$ cat config.mk
export PLATFORM = sky130hd
export DESIGN_NAME = adder_slice_sequencer
export DESIGN_NICKNAME = d
export VERILOG_FILES = /design/src/rtl/adder_slice_sequencer.sv
export SDC_FILE = /design/constraint.sdc
export NUM_CORES = 2
export LEC_CHECK = 0
export CORE_ASPECT_RATIO = 0.5
export CORE_MARGIN = 8
export CORE_UTILIZATION = 55
export DETAILED_ROUTE_END_ITERATION = 10
export PLACE_DENSITY_LB_ADDON = 0.08
export SYNTH_ARGS = -nofsm -noshare
export SYNTH_HDL_FRONTEND = slang
export SYNTH_SLANG_ARGS = --single-unit
$ cat constraint.sdc
create_clock -name clk -period 56.4 [get_ports clk]
set_input_delay 8.46 -clock clk [delete_from_list [all_inputs] [get_ports clk]]
set_output_delay 8.46 -clock clk [all_outputs]
set_load 0.01 [all_outputs]
$ cat src/rtl/adder_slice_sequencer.sv
// adder_slice_sequencer: computes an n-bit add (sum, carry-out, group propagate/generate)
// by iterating a shared w-bit adder slice over n/w chunks, LSB chunk first.
// Optional macro ADDSEQ_SELFCHECK_EN adds a full-width self-check that drives err.
module adder_slice_sequencer #(
  parameter int unsigned n = 256,
  parameter int unsigned w = 32
) (
  input  logic         clk,
  input  logic         rst,
  input  logic         in_valid,
  output logic         in_ready,
  input  logic         cin,
  input  logic [n-1:0] a,
  input  logic [n-1:0] b,
  output logic         out_valid,
  input  logic         out_ready,
  output logic [n-1:0] s,
  output logic         cout,
  output logic         prop,
  output logic         gen,
  output logic         busy,
  output logic         err
);

  localparam int unsigned K  = n / w;
  localparam int unsigned IW = (K > 1) ? $clog2(K) : 1;
  localparam int unsigned SW = (n > 1) ? $clog2(n) : 1;
  localparam int unsigned W1 = w + 1;

  typedef enum logic [1:0] {IDLE, RUN, DONE} state_t;

  state_t        state, state_d;
  logic [IW-1:0] idx;
  logic [n-1:0]  a_q, b_q;
  logic [SW-1:0] base;
  logic [w-1:0]  a_chunk, b_chunk, gsum;
  logic [W1-1:0] sum;
  logic          p_w, g_w, last;

  // Shared slice: current chunk sum with registered carry, plus chunk propagate/generate.
  // cout doubles as the inter-chunk carry register, prop/gen as the group accumulators.
  always_comb begin
    base    = SW'(idx) * SW'(w);
    a_chunk = a_q[base +: w];
    b_chunk = b_q[base +: w];
    sum     = W1'(a_chunk) + W1'(b_chunk) + W1'(cout);
    gsum    = a_chunk + b_chunk;
    g_w     = (gsum < a_chunk);
    p_w     = &(a_chunk ^ b_chunk);
    last    = (idx == IW'(K - 1));
  end

  // Next-state logic.
  always_comb begin
    state_d = state;
    case (state)
      IDLE:    if (in_valid)  state_d = RUN;
      RUN:     if (last)      state_d = DONE;
      DONE:    if (out_ready) state_d = IDLE;
      default: state_d = IDLE;
    endcase
  end

  // State register and registered handshake/status outputs decoded from the next state.
  always_ff @(posedge clk or posedge rst) begin
    if (rst) begin
      state     <= IDLE;
      in_ready  <= 1'b1;
      out_valid <= 1'b0;
      busy      <= 1'b0;
    end else begin
      state     <= state_d;
      in_ready  <= (state_d == IDLE);
      out_valid <= (state_d == DONE);
      busy      <= (state_d == RUN);
    end
  end

  // Operand capture and per-chunk datapath updates.
  always_ff @(posedge clk or posedge rst) begin
    if (rst) begin
      a_q  <= '0;
      b_q  <= '0;
      idx  <= '0;
      s    <= '0;
      cout <= 1'b0;
      prop <= 1'b0;
      gen  <= 1'b0;
    end else begin
      case (state)
        IDLE: begin
          if (in_valid) begin
            a_q  <= a;
            b_q  <= b;
            cout <= cin;
            prop <= 1'b1;
            gen  <= 1'b0;
            idx  <= '0;
          end
        end
        RUN: begin
          s[base +: w] <= sum[w-1:0];
          cout         <= sum[w];
          gen          <= g_w | (p_w & gen);
          prop         <= prop & p_w;
          idx          <= idx + IW'(1);
        end
        default: ;
      endcase
    end
  end

`ifdef ADDSEQ_SELFCHECK_EN
  localparam int unsigned N1 = n + 1;

  logic          cin_q;
  logic [N1-1:0] ref_sum;
  logic [n-1:0]  ref_gsum;
  logic          mism;

  // Carry-in is only needed again for the full-width comparison.
  always_ff @(posedge clk or posedge rst) begin
    if (rst) begin
      cin_q <= 1'b0;
    end else if (state == IDLE && in_valid) begin
      cin_q <= cin;
    end
  end

  // Full-width reference for the held result; outputs are stable throughout DONE.
  always_comb begin
    ref_sum  = N1'(a_q) + N1'(b_q) + N1'(cin_q);
    ref_gsum = a_q + b_q;
    mism     = (state == DONE) &&
               (({cout, s} != ref_sum) || (prop != &(a_q ^ b_q)) || (gen != (ref_gsum < a_q)));
  end

  // Sticky mismatch flag, cleared only by reset.
  always_ff @(posedge clk or posedge rst) begin
    if (rst) begin
      err <= 1'b0;
    end else if (mism) begin
      err <= 1'b1;
    end
  end
`else
  assign err = 1'b0;
`endif

endmodule
==> impl_metrics.csv <==
group,metric,value,unit
placed_design,gp_congestion,0.903,
clock_tree,cts_resized,0,
critical_path,slowest_stage,"buf_4",
clock_tree,clock-sinks,779,
logic_synthesis,synth_ff_type,"dfrtp_1",
global_route,grt_usage,30.8,%
logic_synthesis,synth_cell_types,84,
die,io_pins,780,
layout,nFillCells,4561,
critical_path,crit_family,"buffers and inverters",
critical_path,crit_path_start,"in_valid",
min_path,hold_path.class,"flop to flop",
timing,clock_skew,0.0313,ns
critical_path,crit_type,"primary input to flop",
route,initialDrtViolationCount,2295,
clock_tree,cts_tree,"done",
clock_tree,clockRootBuffer,"clkbuf_16",
global_route,grt_max_degree,197,
timing,rsz0062_at_grt,"no",
placed_design,port_buffers,778,
die,row_count,66,
clock_tree,htree_levels,3,
timing,fin_tns_setup,0,ns
logic_synthesis,synth-edff-count,0,
timing,worst_slack,43.86,ns
route,dr.pass1.iters,5,
die,dieArea,75000,um^2
logic_synthesis,syn_nets,3388,
timing,clock.fmax,0.0798,GHz
layout,multi_input_area,15800,um^2
die,chipHeight,198,um
timing,relSlewSlack,17.8,%
timing,post-route-period-util,22.2,%
timing,final_max_slew_viol_count,0,
critical_path,cpMostUsedCell,"buf_4",
timing,worst_slew_pin_slew,1.23,ns
logic_synthesis,netlist_area,36300,um^2
route,drc_errors,0,
global_route,grt_pass1_vias,27085,
route,avgViaCountPerCell,5.83,
placed_design,pre_cts_ws,43.04,ns
layout,nets,4081,
critical_path,reg2reg_to,"gen",
critical_path,crit_end,"b_q[49]",
critical_path,path_buf_inv,5,
job,maxCapViolations,0,
clock_tree,clk_pin_slew,0.07,ns
global_route,antenna_found_initial,47,
critical_path,critical_path.cell_chain,"clkdlybuf4s50_1 > nand2_1 > nor2_4 > buf_4 > buf_12 > buf_4 > buf_4 > mux2_2",
critical_path,r2r_slack,48.32,ns
critical_path,cp_data_required_time,56.92,ns
placed_design,dpl.hpwl,89.2,mm
route,wl_per_cell,26.5,um
critical_path,slowest_delay,0.98,ns
logic_synthesis,yosysSeqAreaShare,53.7,%
layout,area_growth,29.5,%
critical_path,crit_path_end_kind,"flop",
clock_tree,cts_hold_repair.buffers,0,
die,fp.coreArea,65200,um^2
critical_path,startpoint_type,"primary input",
status,status,"finished clean",
route,wl,118,mm
layout,final-seq-area,19500,um^2
timing,whs,0.478,ns
route,drtAntennaViolNets,0,
global_route,overflow,0,
timing,hold_viol,0,
clock_tree,clock_latency,0.65,ns
logic_synthesis,ys_async_sr_fraction,100,%
critical_path,cp.arrival,13.06,ns
die,start_util,55.7,%
clock_tree,cts_inserted_buffers,70,
logic_synthesis,ys_warn_count,0,
layout,drive_gt1_share,24.5,%
timing,finalSetupViolations,0,
die,die_width,379,um
critical_path,r2r_start,"idx[0]",
timing,min_period,12.54,ns
route,via_count,26020,
critical_path,cp_num_cells,8,
logic_synthesis,syn_avg_cell_area,13.0,um^2
critical_path,cp_max_fo,196,
logic_synthesis,synth_cells,2799,
global_route,grt_pass1_wl,172,mm
clock_tree,cts_max_path_buffers,3,
clock_tree,cts_setup_buffers,0,
critical_path,reg2regPathDepth,19,
logic_synthesis,synth.ff_latch_count,779,
## cells in the final DEF (no fill, tap or decap), types with 6 or more instances in the layout
cell type	instances
a21oi_1	61
nand3_1	13
o31ai_1	18
mux2_2	542
o21ai_0	174
clkinv_2	10
a22o_1	62
buf_4	26
nand2_1	413
clkbuf_8	17
clkbuf_16	72
inv_1	44
mux4_2	128
nor2_1	33
ha_1	69
nor3_1	9
o21bai_1	7
diode_2	34
xor2_1	26
nand4_1	20
dfrtp_1	775
and2_1	36
clkbuf_1	13
xnor2_1	28
clkdlybuf4s50_1	778
a21o_1	21
xnor2_2	7
a21oi_2	9
o21a_1	7
a22o_2	6
## sequential cells by signal, indices dropped and copies added, names as in the netlist
| name | count |
|---|---|
| in_ready | 1 |
| state | 2 |
| busy | 1 |
| gen | 1 |
| s | 256 |
| a_q | 256 |
| cout | 1 |
| idx | 3 |
| out_valid | 1 |
| prop | 1 |
| b_q | 256 |
## layout make-up
class	instances	share of cell area (%)
Inverter	46	0.383
Timing Repair Buffer	806	17.1
Clock buffer	102	4.43
Sequential cell	779	41.5
Antenna cell	34	0.181
Clock inverter	23	0.599
Tap cell	884	2.35
Multi-Input combinational cell	1789	33.5
## how the worst min path moves through the flow
stage / cells past startpoint / start / end / slack [ns]
after global routing: 2 / s[42] / s[42] / 0.51
final: 2 / s[66] / s[66] / 0.48
after CTS: 2 / s[218] / s[218] / 0.48
after global placement: 2 / s[129] / s[129] / 0.46
after detailed placement: 2 / s[66] / s[66] / 0.47
after floorplan: 1 / a_q[192] / a_q[192] / 0.48
## per-stage QoR
step	util (%)	std cells	cell area, um^2
after floorplan	-	2799	36300
after detailed placement	68.4	4304	44600
after global routing	72.2	4463	47000
final	72.2	4463	47000
after CTS	72.0	4429	46900
after global placement	68.4	4304	44600
## synth_stat cells (7+ instances only)
library cell	number	share of area [%]
a21o_1	21	0.43
a21oi_1	61	0.84
a21oi_2	9	0.22
a22o_1	62	1.5
and2_1	36	0.62
buf_1	9	0.093
buf_2	77	1.1
buf_4	9	0.19
buf_6	8	0.25
clkbuf_1	80	0.83
dfrtp_1	778	54
ha_1	69	2.4
inv_1	46	0.48
mux2_2	542	17
mux4_2	128	7.9
nand2_1	415	4.3
nand3_1	13	0.18
nand4_1	20	0.34
nor2_1	34	0.35
nor3_1	10	0.14
o21a_1	7	0.14
o21ai_0	174	2.4
o21bai_1	7	0.14
o31ai_1	18	0.37
xnor2_1	28	0.68
xnor2_2	7	0.31
xor2_1	26	0.63
## cells by family after synthesis
group	synth area share (%)
adder cells (fa/ha/maj)	2.54
AND/OR/NAND/NOR	6.73
AO/OA/AOI/OAI	7.52
other	0.0103
XOR/XNOR	1.66
multiplexers	24.9
flip-flops	53.7
buffers and inverters	2.94
## routing by layer
layer,track usage [%],part of all wire (%),vias up
met5,0,0.064,-
met2,50.6,50,903
met4,12.7,3.7,12
met3,5.58,6.3,206
li1,-,-,11451
met1,40.5,40,13448
## worst min-delay path: cells and delay by family, from the launching register on
| family | cells | cell delay [ns] |
|---|---|---|
| DFF | 1 | 0.34 |
| AOI/OAI and AO/OA | 1 | 0.05 |
| and+or+nand+nor | 1 | 0.05 |
Power is not shown: default switching activity piles up to over one toggle a cycle in this logic, so the estimate is an artifact.
==> patch (same flow settings) <==
The parameter `n` goes from 256 to 128.
--- a/src/rtl/adder_slice_sequencer.sv
+++ b/src/rtl/adder_slice_sequencer.sv
@@ -2,7 +2,7 @@
 // by iterating a shared w-bit adder slice over n/w chunks, LSB chunk first.
 // Optional macro ADDSEQ_SELFCHECK_EN adds a full-width self-check that drives err.
 module adder_slice_sequencer #(
-  parameter int unsigned n = 256,
+  parameter int unsigned n = 128,
   parameter int unsigned w = 32
 ) (
   input  logic         clk,
Interface: changed (resized a, b and s); port bits go from 780 to 396. No check against the original RTL was run, so the function may have changed too.
==> patch against the original RTL <==
- via count shrank 45%
- worst setup slack better by 1600 ps
- routed wire length down 49%
- die area down 43%
- design area is 47% lower
- synthesized area fell by 46%
- sequential cell count decreased by 385
- global-route usage down 2.6 points
- critical path type unchanged
- cell count decreased by 47%
- largest cell class unchanged
Power is left out: the tool's default activity adds up to more than one toggle a clock period on the data nets, which glitch-free logic cannot reach.
==> patch: results (changes against the original RTL) <==
Critical path:
- The peak fanout along the critical path is 176 (-10%).
- The data arrival time of the worst path was 11380 ps (-1680 ps).
- The delay of the slowest cell on the worst path was 820 ps (-160 ps).
- The internal reg-to-reg setup slack came to 49730 ps (+1410 ps).
- The cell count of the worst reg-to-reg path is 15 (-4).

Clock network:
- The insertion delay of the later-clocked pin in the worst-skew pair is 540 ps (-110 ps).
- The CTS H-tree depth is 2 (-1).

Synth:
- The commonest cells after synthesis are sky130_fd_sc_hd__dfrtp_1, sky130_fd_sc_hd__mux2_2, sky130_fd_sc_hd__nand2_1.
- The synthesized instance count is 1502 (-46%).
- By area the synthesized netlist is led by sky130_fd_sc_hd__dfrtp_1, sky130_fd_sc_hd__mux2_2, sky130_fd_sc_hd__mux4_2, sky130_fd_sc_hd__ha_1, sky130_fd_sc_hd__a22o_1.
- The adder and majority cell fraction of the synthesized area is 4.77% (+2.2 points).
- The synthesized netlist net count is 1836 (-46%).

Placement:
- The number of cells in the design after placement was 2298 (-47%).
- The HPWL after detailed placement is 46.0 mm (-48%).

Global routing:
- The global-route met1 utilization came to 38.9% (-1.6 points).
- The initial antenna violation count is 13 (-72%).
- The met2 demand-to-capacity share in global routing was 44.7% (-5.8 points).
- The first-pass GRT wire length is 92.5 mm (-46%).
- The aggregate global-route resource usage is 28.1% (-2.6 points).

Route:
- The met1 layer wirelength in the final routing is 26.3 mm (-45%).
- The average routed wire per standard cell is 25.5 um (-3.6%).
- The length of routed met3 wiring was 4.04 mm (-46%).

Finish:
- The number of nets in the final layout is 2186 (-46%).
- The fraction of final layout cells with drive strength greater than 1 came to 22.7% (-1.8 points).
- The number of inserted filler cells in the final layout is 2471 (-46%).

Run status:
- The flow ran to the end, and the final reports show no timing, DRC or antenna violations.
## patch: changes by cell type in the layout (fill, tap and decap cells not counted), moves of 64 or more
cell	delta
sky130_fd_sc_hd__clkdlybuf4s50_1	-384
sky130_fd_sc_hd__dfrtp_1	-384
sky130_fd_sc_hd__nand2_1	-325
sky130_fd_sc_hd__mux2_2	-286
sky130_fd_sc_hd__o21ai_0	-126
sky130_fd_sc_hd__mux4_2	-64
## patch: final cells by class
type / count / area [um2] / share of cell area (%)
diodes: 13 / 32.5 / 0.130
clock buffers: 48 / 996 / 3.97
inverters: 48 / 188 / 0.748
flip-flops and latches: 394 / 9870 / 39.3
repair buffers: 408 / 4070 / 16.2
well taps: 484 / 606 / 2.41
clock inverters: 15 / 223 / 0.887
multi-input cells: 964 / 9120 / 36.3
## patch: metrics by stage
stage | setup slack, ps | area, um2
after detailed placement | 44740 | 23900
final | 45440 | 25100
after floorplan | 36990 | 19600
after global placement | 44910 | 23900
after CTS | 45320 | 25100
after global routing | 44930 | 25100
